===== src/rtl/pgr_apb_cmd_arb_if.sv =====
`default_nettype none
// ============================================================================
// Module   : pgr_apb_cmd_arb_if
// Brief    : Bundles both requester command ports and the shared APB master
//            bus of the two-requester APB command arbiter.
// Revision : 1.0 - initial release
// ============================================================================
interface pgr_apb_cmd_arb_if #(
  parameter int AW = 16,
  parameter int DW = 32,
  parameter int SW = 4
);
  // requester 0 (UART command bridge)
  logic          req0_en;
  logic [AW-1:0] req0_addr;
  logic [DW-1:0] req0_wdata;
  logic [SW-1:0] req0_strb;
  logic          req0_we;
  logic          req0_done;
  logic [DW-1:0] req0_rdata;
  logic          req0_err;
  // requester 1 (debug/config agent)
  logic          req1_en;
  logic [AW-1:0] req1_addr;
  logic [DW-1:0] req1_wdata;
  logic [SW-1:0] req1_strb;
  logic          req1_we;
  logic          req1_done;
  logic [DW-1:0] req1_rdata;
  logic          req1_err;
  // APB master side
  logic          p_sel;
  logic          p_ce;
  logic          p_we;
  logic [AW-1:0] p_addr;
  logic [DW-1:0] p_wdata;
  logic [SW-1:0] p_strb;
  logic          p_rdy;
  logic [DW-1:0] p_rdata;
  logic          gnt_id;

  // arbiter view: consumes commands, drives the APB bus
  modport master (
    input  req0_en, req0_addr, req0_wdata, req0_strb, req0_we,
    output req0_done, req0_rdata, req0_err,
    input  req1_en, req1_addr, req1_wdata, req1_strb, req1_we,
    output req1_done, req1_rdata, req1_err,
    output p_sel, p_ce, p_we, p_addr, p_wdata, p_strb, gnt_id,
    input  p_rdy, p_rdata
  );

  // environment view: requesters plus APB slave
  modport slave (
    output req0_en, req0_addr, req0_wdata, req0_strb, req0_we,
    input  req0_done, req0_rdata, req0_err,
    output req1_en, req1_addr, req1_wdata, req1_strb, req1_we,
    input  req1_done, req1_rdata, req1_err,
    input  p_sel, p_ce, p_we, p_addr, p_wdata, p_strb, gnt_id,
    output p_rdy, p_rdata
  );
endinterface
`default_nettype wire


===== src/rtl/pgr_apb_cmd_arb.sv =====
`default_nettype none
// ============================================================================
// Module   : pgr_apb_cmd_arb
// Brief    : Round-robin arbiter between two held-command requesters and a
//            single APB transfer sequencer with an ACCESS-phase watchdog.
// Revision : 1.0 - initial release
// ============================================================================
module pgr_apb_cmd_arb #(
  parameter int AW      = 16,
  parameter int DW      = 32,
  parameter int SW      = 4,
  parameter int TIMEOUT = 255
) (
  input  logic              clk,
  input  logic              rst,
  pgr_apb_cmd_arb_if.master bus
);

  typedef enum logic [1:0] {
    IDLE   = 2'd0,
    SETUP  = 2'd1,
    ACCESS = 2'd2,
    DONE   = 2'd3
  } state_t;

  // last ACCESS cycle index before the watchdog fires
  localparam logic [15:0] TMO_LAST = 16'(TIMEOUT - 1);

  state_t        state;
  state_t        state_nxt;
  logic          last_gnt;
  logic          gnt_r;
  logic [15:0]   timer;
  logic [AW-1:0] addr_r;
  logic [DW-1:0] wdata_r;
  logic [SW-1:0] strb_r;
  logic          we_r;
  logic [DW-1:0] rdata_r;
  logic          err_r;
  logic          req_any;
  logic          winner;
  logic          rdy_hit;
  logic          tmo_hit;
  logic          done0;
  logic          done1;

  // Grant selection, completion conditions and next-state decode
  always_comb begin
    state_nxt = state;
    req_any   = bus.req0_en | bus.req1_en;
    // contention goes to the requester not served last; otherwise the one asking
    winner    = (bus.req0_en && bus.req1_en) ? ~last_gnt : bus.req1_en;
    rdy_hit   = (state == ACCESS) && bus.p_rdy;
    // ready in the final cycle takes priority over the watchdog
    tmo_hit   = (state == ACCESS) && !bus.p_rdy && (timer == TMO_LAST);
    case (state)
      IDLE:    if (req_any) state_nxt = SETUP;
      SETUP:   state_nxt = ACCESS;
      ACCESS:  if (rdy_hit || tmo_hit) state_nxt = DONE;
      DONE:    state_nxt = IDLE;
      default: state_nxt = IDLE;
    endcase
  end

  // State register
  always_ff @(posedge clk) begin
    if (rst) state <= IDLE;
    else     state <= state_nxt;
  end

  // Command capture on grant, ACCESS watchdog and completion capture
  always_ff @(posedge clk) begin
    if (rst) begin
      last_gnt <= 1'b1;
      gnt_r    <= 1'b0;
      timer    <= '0;
      addr_r   <= '0;
      wdata_r  <= '0;
      strb_r   <= '0;
      we_r     <= 1'b0;
      rdata_r  <= '0;
      err_r    <= 1'b0;
    end else begin
      if (state != ACCESS) timer <= '0;
      case (state)
        IDLE: begin
          if (req_any) begin
            addr_r   <= winner ? bus.req1_addr  : bus.req0_addr;
            wdata_r  <= winner ? bus.req1_wdata : bus.req0_wdata;
            strb_r   <= winner ? bus.req1_strb  : bus.req0_strb;
            we_r     <= winner ? bus.req1_we    : bus.req0_we;
            gnt_r    <= winner;
            last_gnt <= winner;
          end
        end
        ACCESS: begin
          if (rdy_hit) begin
            rdata_r <= we_r ? '0 : bus.p_rdata;
            err_r   <= 1'b0;
            we_r    <= 1'b0;
            timer   <= '0;
          end else if (tmo_hit) begin
            rdata_r <= '0;
            err_r   <= 1'b1;
            we_r    <= 1'b0;
            timer   <= '0;
          end else begin
            // bounded by TMO_LAST, so this never wraps
            timer <= timer + 16'd1;
          end
        end
        default: ;
      endcase
    end
  end

  // done pulse and its payload reach only the granted requester
  assign done0 = (state == DONE) && !gnt_r;
  assign done1 = (state == DONE) &&  gnt_r;

  assign bus.req0_done  = done0;
  assign bus.req0_rdata = done0 ? rdata_r : '0;
  assign bus.req0_err   = done0 & err_r;
  assign bus.req1_done  = done1;
  assign bus.req1_rdata = done1 ? rdata_r : '0;
  assign bus.req1_err   = done1 & err_r;

  assign bus.p_sel   = (state == SETUP) || (state == ACCESS);
  assign bus.p_ce    = (state == ACCESS);
  assign bus.p_we    = we_r;
  assign bus.p_addr  = addr_r;
  assign bus.p_wdata = wdata_r;
  assign bus.p_strb  = strb_r;
  assign bus.gnt_id  = gnt_r;

endmodule
`default_nettype wire


===== src/flat_wrapper.sv =====
// flat-port wrapper written by rule: the top's interface ports become plain ports
module pgr_apb_cmd_arb_flat 
#(
  parameter int AW      = 16,
  parameter int DW      = 32,
  parameter int SW      = 4,
  parameter int TIMEOUT = 255
)
  (clk, rst, bus_req0_en, bus_req0_addr, bus_req0_wdata, bus_req0_strb, bus_req0_we, bus_req0_done, bus_req0_rdata, bus_req0_err, bus_req1_en, bus_req1_addr, bus_req1_wdata, bus_req1_strb, bus_req1_we, bus_req1_done, bus_req1_rdata, bus_req1_err, bus_p_sel, bus_p_ce, bus_p_we, bus_p_addr, bus_p_wdata, bus_p_strb, bus_gnt_id, bus_p_rdy, bus_p_rdata);
  pgr_apb_cmd_arb_if #(.AW(AW), .DW(DW), .SW(SW)) bus_i ();
  input  logic clk;
  input  logic rst;
  input wire logic [$bits(bus_i.req0_en)-1:0] bus_req0_en;
  input wire logic [$bits(bus_i.req0_addr)-1:0] bus_req0_addr;
  input wire logic [$bits(bus_i.req0_wdata)-1:0] bus_req0_wdata;
  input wire logic [$bits(bus_i.req0_strb)-1:0] bus_req0_strb;
  input wire logic [$bits(bus_i.req0_we)-1:0] bus_req0_we;
  output wire logic [$bits(bus_i.req0_done)-1:0] bus_req0_done;
  output wire logic [$bits(bus_i.req0_rdata)-1:0] bus_req0_rdata;
  output wire logic [$bits(bus_i.req0_err)-1:0] bus_req0_err;
  input wire logic [$bits(bus_i.req1_en)-1:0] bus_req1_en;
  input wire logic [$bits(bus_i.req1_addr)-1:0] bus_req1_addr;
  input wire logic [$bits(bus_i.req1_wdata)-1:0] bus_req1_wdata;
  input wire logic [$bits(bus_i.req1_strb)-1:0] bus_req1_strb;
  input wire logic [$bits(bus_i.req1_we)-1:0] bus_req1_we;
  output wire logic [$bits(bus_i.req1_done)-1:0] bus_req1_done;
  output wire logic [$bits(bus_i.req1_rdata)-1:0] bus_req1_rdata;
  output wire logic [$bits(bus_i.req1_err)-1:0] bus_req1_err;
  output wire logic [$bits(bus_i.p_sel)-1:0] bus_p_sel;
  output wire logic [$bits(bus_i.p_ce)-1:0] bus_p_ce;
  output wire logic [$bits(bus_i.p_we)-1:0] bus_p_we;
  output wire logic [$bits(bus_i.p_addr)-1:0] bus_p_addr;
  output wire logic [$bits(bus_i.p_wdata)-1:0] bus_p_wdata;
  output wire logic [$bits(bus_i.p_strb)-1:0] bus_p_strb;
  output wire logic [$bits(bus_i.gnt_id)-1:0] bus_gnt_id;
  input wire logic [$bits(bus_i.p_rdy)-1:0] bus_p_rdy;
  input wire logic [$bits(bus_i.p_rdata)-1:0] bus_p_rdata;
  assign bus_i.req0_en = bus_req0_en;
  assign bus_i.req0_addr = bus_req0_addr;
  assign bus_i.req0_wdata = bus_req0_wdata;
  assign bus_i.req0_strb = bus_req0_strb;
  assign bus_i.req0_we = bus_req0_we;
  assign bus_req0_done = bus_i.req0_done;
  assign bus_req0_rdata = bus_i.req0_rdata;
  assign bus_req0_err = bus_i.req0_err;
  assign bus_i.req1_en = bus_req1_en;
  assign bus_i.req1_addr = bus_req1_addr;
  assign bus_i.req1_wdata = bus_req1_wdata;
  assign bus_i.req1_strb = bus_req1_strb;
  assign bus_i.req1_we = bus_req1_we;
  assign bus_req1_done = bus_i.req1_done;
  assign bus_req1_rdata = bus_i.req1_rdata;
  assign bus_req1_err = bus_i.req1_err;
  assign bus_p_sel = bus_i.p_sel;
  assign bus_p_ce = bus_i.p_ce;
  assign bus_p_we = bus_i.p_we;
  assign bus_p_addr = bus_i.p_addr;
  assign bus_p_wdata = bus_i.p_wdata;
  assign bus_p_strb = bus_i.p_strb;
  assign bus_gnt_id = bus_i.gnt_id;
  assign bus_i.p_rdy = bus_p_rdy;
  assign bus_i.p_rdata = bus_p_rdata;
  pgr_apb_cmd_arb #(.AW(AW), .DW(DW), .SW(SW), .TIMEOUT(TIMEOUT)) u_core (.clk(clk), .rst(rst), .bus(bus_i));
endmodule

===== config.mk =====
export PLATFORM = sky130hd
export DESIGN_NAME = pgr_apb_cmd_arb_flat
export DESIGN_NICKNAME = d
export VERILOG_FILES = /design/src/rtl/pgr_apb_cmd_arb_if.sv /design/src/rtl/pgr_apb_cmd_arb.sv /design/src/flat_wrapper.sv
export SDC_FILE = /design/constraint.sdc
export NUM_CORES = 1
export LEC_CHECK = 0
export BUFFER_PORTS_ARGS = -buffer_cell sky130_fd_sc_hd__buf_4
export CAP_MARGIN = 5
export CORE_AREA = 2 2 103 105
export DETAILED_ROUTE_END_ITERATION = 8
export DIE_AREA = 0 0 105 107
export GPL_TIMING_DRIVEN = 0
export PLACE_DENSITY = 0.84
export SETUP_SLACK_MARGIN = 0.5
export SLEW_MARGIN = 20
export SYNTH_ARGS = -nofsm -noshare
export SYNTH_HDL_FRONTEND = slang
export SYNTH_SLANG_ARGS = --single-unit

===== constraint.sdc =====
create_clock -name clk -period 3.02 [get_ports clk]
set_clock_uncertainty 0.1 [all_clocks]
set_input_delay 0.604 -clock clk [delete_from_list [all_inputs] [get_ports clk]]
set_output_delay 0.604 -clock clk [all_outputs]
set_load 0.01 [all_outputs]

=== Word-level counts from Yosys, hierarchy flattened ===
Cells that the tools add are included.

* Register bits: 106
* Input bits: 143
* Output and inout port bits: 124
* Word-level logic and storage cells: 64

* Add/subtract/negate cells: 1
* Equality and inequality tests: 8
* Mux-type cells: 23
* Bitwise operators: 4
* Reduce and logical (&&, ||, !) cells: 18

{| class="wikitable"
|+ Operators by type and width
! cell !! count
|-
| two-way mux 32 bit || 6
|-
| two-way mux 16 bit || 5
|-
| adder 16 x 1 -> 16 bit, second input constant || 1
|-
| == test 16 x 8 -> 1 bit, second input constant || 1
|-
| case mux 2 bit (4 select lines) || 1
|-
| two-way mux 1 bit || 7
|-
| logical AND 1 bit || 6
|-
| AND reduction 2 bit || 3
|-
| nonzero test 2 bit || 3
|-
| == test 2 bit, second input constant || 2
|-
| two-way mux 2 bit || 2
|-
| two-way mux 4 bit || 1
|-
| inequality test 2 x 1 -> 1 bit, second input constant || 2
|-
| inequality test 3 x 1 -> 1 bit, second input constant || 1
|-
| AND reduction 3 bit || 1
|-
| AND 1 bit || 2
|-
| == test 2 x 1 -> 1 bit, second input constant || 1
|-
| zero test 1 bit || 2
|-
| zero test 2 bit || 1
|-
| logical OR 1 bit || 2
|-
| inequality test 2 bit, second input constant || 1
|-
| case mux 1 bit (2 select lines) || 1
|-
| NOT 1 bit || 1
|-
| bitwise OR 1 bit || 1
|}

=== Logic depth before layout (Yosys ltp) ===
* Word-level depth: 6
* Mapped depth: 8
* Mapped depth without buffers: 6

=== Worst setup path before layout ===
OpenSTA, ideal clock, no wires.

* Kind: flip-flop to output port
* From: register u_core.state[1]
* To: output bus_req0_rdata[22]
* Data arrival time: 1.362 ns
* Data required time: 2.316 ns
* Path slack: 0.954 ns
* Cell stages (with the launch flop): 5
* Buffers on the path: 1
* Cells stage by stage: dfxtp_1 > ha_1 > nor2b_1 > clkbuf_1 > and2_1

* Longest elaborated chain between the ends: 3

{| class="wikitable"
|+ Ends and longest elaborated chain
! element !! RTL line !! text
|-
| from (decl) || pgr_apb_cmd_arb.sv:29 || <nowiki>state_t state;</nowiki>
|-
| from (signal assigned) || pgr_apb_cmd_arb.sv:68 || <nowiki>else state <= state_nxt;</nowiki>
|-
| == test 2 bit || pgr_apb_cmd_arb.sv:118 || <nowiki>assign done0 = (state == DONE) && !gnt_r;</nowiki>
|-
| logical AND 1 bit || pgr_apb_cmd_arb.sv:118 ||
|-
| named net bus_req0_done || flat_wrapper.sv:18 || <nowiki>output wire logic [$bits(bus_i.req0_done)-1:0] bus_req0_done;</nowiki>
|-
| two-way mux 32 bit || pgr_apb_cmd_arb.sv:122 || <nowiki>assign bus.req0_rdata = done0 ? rdata_r : '0;</nowiki>
|-
| to (decl) || flat_wrapper.sv:19 || <nowiki>output wire logic [$bits(bus_i.req0_rdata)-1:0] bus_req0_rdata;</nowiki>
|}

The timed path passes the listed nets, and every way through them passes these cells.

=== Worst setup path in the final report ===
* From: register u_core.state[1]
* To: output bus_req0_rdata[10]

* Longest elaborated chain between the ends: 3

{| class="wikitable"
|+ Ends and longest elaborated chain
! element !! RTL line
|-
| == test 2 bit || pgr_apb_cmd_arb.sv:118
|-
| logical AND 1 bit || pgr_apb_cmd_arb.sv:118
|-
| two-way mux 32 bit || pgr_apb_cmd_arb.sv:122
|}

No other way between the ends.

==> run summary <==
The Yosys warning count is 0. Buffers placed on the I/O ports in this run total 265. The logs give 587 ps for the worst setup timing slack at the placement stage and 38.0% for the combinational share of power. For the pin with the worst max-slew slack, the measured transition is 553 ps. The residual DRC count is 0. The tree is rooted in a sky130_fd_sc_hd__clkbuf_8. For the count of nets left with antenna violations after detail routing, the log shows 0.

The die covers 0.0112 mm². The net count of the finished layout is 925. The run finished with clean final reports.

The number of placed instances, taps included, is 902. The portion of synthesized cell area occupied by the leading cell type works out to 44.7%. The required time at the endpoint of the critical path is 2320 ps, and the remaining global-route overflow is 0. Dividing the synthesized area by the synthesized cell count gives 9.47 µm². For the number of nets produced by synthesis, the log shows 649.

The cell-internal power came out at 0.00299 W. 267 I/O pins were placed. Leaving out fill and tap cells, the most frequent cells in the layout are sky130_fd_sc_hd__buf_4, sky130_fd_sc_hd__dfxtp_1, sky130_fd_sc_hd__nor2_1. Sequential element share of the synthesized area: 44.7%. For this configuration, the core starts out at a cell density of 47.0%.

The clock share of power was 18.9%; the post-DP HPWL was 11.8 mm. Setup violations remaining at the end of the flow were counted as 0. The number of global-route vias before repair came out at 4729. The tools report the global-route wire length before repair as 23.0 mm.

In this run, flip-flops and latches consume 43.2% of the power. The overall die width is 105 µm, and the number of antenna violations at the first check in global routing is 0. TritonCTS built the clock tree.

The H-tree depth was 3; the area growth from synthesis to layout was 50.4%. The count of cells in the finished layout, fillers not included, comes to 918. TritonCTS created 9 clock buffers. After detailed routing, the number of vias per cell comes to 5.20. The tools report the highest achievable clock rate as 412 MHz. The run gives 14.6 mm as the total wirelength of the detailed-routed design.

The logs give 1720 ps for the data arrival time of the worst path and 0 for the total count of hold-check failures in the final report. The switching share of total power is 34.8%. The critical path launch point type was a flop. Once routing completed, OpenROAD measured the worst setup slack at 594 ps. The clock sink count is 106. Synthesis produced 501 cells.

The largest net degree at the start of global routing was 17; the clock slew at the register clock pins of the worst setup and hold paths was 90 ps. The most used flip-flop cell after synthesis was sky130_fd_sc_hd__dfxtp_1. The number of enable flip-flop cells after synthesis is 0. The mapped netlist covers 0.00474 mm². The most frequent standard cell in the layout excluding fill and tap cells is sky130_fd_sc_hd__buf_4. The number of slew-limit violations in the final report came out at 0. Setup repair after global routing could not meet its margin everywhere. Adding up every negative setup slack in the final design gives 0 ps. The run gives 235 as the DRC violation total after the first TritonRoute iteration.

The core region is 0.0101 mm². The worst slew margin relative to its limit is 63.1%, and the hold buffer count at CTS is 0. Dividing the detail-routed wire length by the instance count gives 16.0 µm.

Kind of critical path: flop to output pin. The netlist uses 39 different library cells. The number of iterations in the first detailed-routing pass was 5; the ratio of cells with drive above 1 in the final layout was 38.9%.

Sorting the synthesized cells by area gives the leading types as sky130_fd_sc_hd__dfxtp_1, sky130_fd_sc_hd__mux2i_1, sky130_fd_sc_hd__a211oi_1. VDD sags by at most 427 µV. The smallest clock period supported by the final layout is computed as 2430 ps.

The vertical extent of the die is 107 µm. The worst hold path belongs to the class primary input to flop. Along the worst path, the maximum fanout reaches 10. The total power draw is 0.00459 W, and the power per unit of standard cell area is 643 mW/mm². The row count is 37, and the async set-reset flop share out of synthesis is 0%. The tools report the max-capacitance violation count as 0. The synthesized design contains 106 register bits. The worst path uses 80.3% of the clock period. Antenna cell count: 0. The type of destination of the critical path is an output pin.

The run gives 0.834 as the routability congestion estimate from global placement. Global routing used 25.5% of the available tracks across all layers. The leakage power total was 3.35 nW; the total via count in the routed design was 4778.

Of all cell types, the one taking the most synthesized area is sky130_fd_sc_hd__dfxtp_1. Counting along the longest clock path gives a buffer depth of 2. The reported net switching power is 0.00160 W.

For the worst-skew pair, the clock arrives at the later sink with an insertion delay of 370 ps.
per-stage QoR:
step	hold WS (ps)	utilization, %	cell area (µm²)
6_report	320	70.7	7130
4_1_cts	302	70.5	7110
2_1_floorplan	349	-	4740
3_5_place_dp	377	68.4	6900
5_1_grt	314	70.7	7130
3_3_place_gp	367	68.4	6900
synthesized netlist by cell type (2+ instances only):
cell,number
sky130_fd_sc_hd__buf_2,6
sky130_fd_sc_hd__mux2i_1,53
sky130_fd_sc_hd__nor3_1,4
sky130_fd_sc_hd__clkbuf_1,28
sky130_fd_sc_hd__dfxtp_1,106
sky130_fd_sc_hd__xnor2_1,9
sky130_fd_sc_hd__a211oi_1,54
sky130_fd_sc_hd__inv_1,8
sky130_fd_sc_hd__nor2_1,76
sky130_fd_sc_hd__nor4_1,4
sky130_fd_sc_hd__buf_6,3
sky130_fd_sc_hd__nand2_1,4
sky130_fd_sc_hd__nand4_1,5
sky130_fd_sc_hd__buf_1,4
sky130_fd_sc_hd__or3_1,2
sky130_fd_sc_hd__and2_1,34
sky130_fd_sc_hd__a22o_1,32
sky130_fd_sc_hd__and3_1,33
sky130_fd_sc_hd__nand3_1,3
sky130_fd_sc_hd__nor2b_1,2
sky130_fd_sc_hd__ha_1,5
sky130_fd_sc_hd__xor2_1,4
sky130_fd_sc_hd__a21oi_1,5
sky130_fd_sc_hd__nand2b_1,2
layer usage:
metal / part of all wire (%) / wire length (µm) / vias up / track usage, %
met4: 1.7 / 253 / 0 / 8.67
li1: - / - / 2339 / -
met1: 37 / 5440 / 2218 / 26.8
met5: 0 / 0 / - / 0
met3: 7.1 / 1040 / 19 / 6.14
met2: 54 / 7920 / 202 / 49.3
flip-flops by register name (all words and copies together) (netlist names):
signal              flops
u_core.bus.p_strb       4
u_core.timer           16
u_core.bus.p_wdata     32
u_core.state            2
u_core.bus.p_we         1
u_core.bus.p_addr      16
u_core.err_r            1
u_core.last_gnt         1
u_core.rdata_r         32
u_core.bus.gnt_id       1
cell type report:
type | instances | area (µm²)
inverters | 8 | 30.0
repair buffers | 265 | 1990
plain buffers | 42 | 199
flip-flops and latches | 106 | 2120
clock inverters | 5 | 53.8
fillers | 796 | 2960
well taps | 136 | 170
multi-input cells | 345 | 2430
clock buffers | 11 | 141
worst max-delay path, stage by stage, from the launching register on:
cell and delay [ps]:
sky130_fd_sc_hd__dfxtp_1 420, sky130_fd_sc_hd__ha_4 210, sky130_fd_sc_hd__nor2b_4 220, sky130_fd_sc_hd__clkbuf_2 220, sky130_fd_sc_hd__and2_1 160, sky130_fd_sc_hd__buf_4 120
what timing repair did:
action                                  4_1_cts  5_1_grt
resized for setup                             6        7
endpoints found under the setup margin       30       78
endpoints found under the hold margin         0        0
buffers inserted                              0        0
logic make-up (layout without fill, tap and decap cells):
logic type | after synthesis | in the layout | share of synthesized area (%)
and+or+nand+nor | 173 | 173 | 18.6
xor gates and xnor gates | 13 | 13 | 2.40
muxes | 54 | 54 | 11.4
buffers and inverters | 50 | 331 | 4.67
adders and majority gates | 5 | 5 | 1.32
AOI/OAI and AO/OA | 100 | 100 | 16.9
DFF | 106 | 106 | 44.7
worst paths after layout:
path	start	end	slack [ps]	cells after the start
worst max-delay path	u_core.state[1]	bus_req0_rdata[10]	590	5
worst min-delay path	bus_p_rdy	u_core.err_r	320	2
worst max register to register	u_core.state[0]	u_core.bus.p_addr[15]	760	7
worst min register to register	u_core.timer[0]	u_core.timer[0]	400	1
power groups by stage:
stage	logic (W)	registers (W)	clock network [W]
4_1_cts	0.00176	0.00197	0.000891
6_report	0.00174	0.00198	0.000866
5_1_grt	0.00191	0.00202	0.000944
3_5_place_dp	0.00175	0.00199	0
2_1_floorplan	0.000776	0.00208	0
3_3_place_gp	0.00170	0.00198	0
Note: power is estimated with default switching activity, not from simulation.
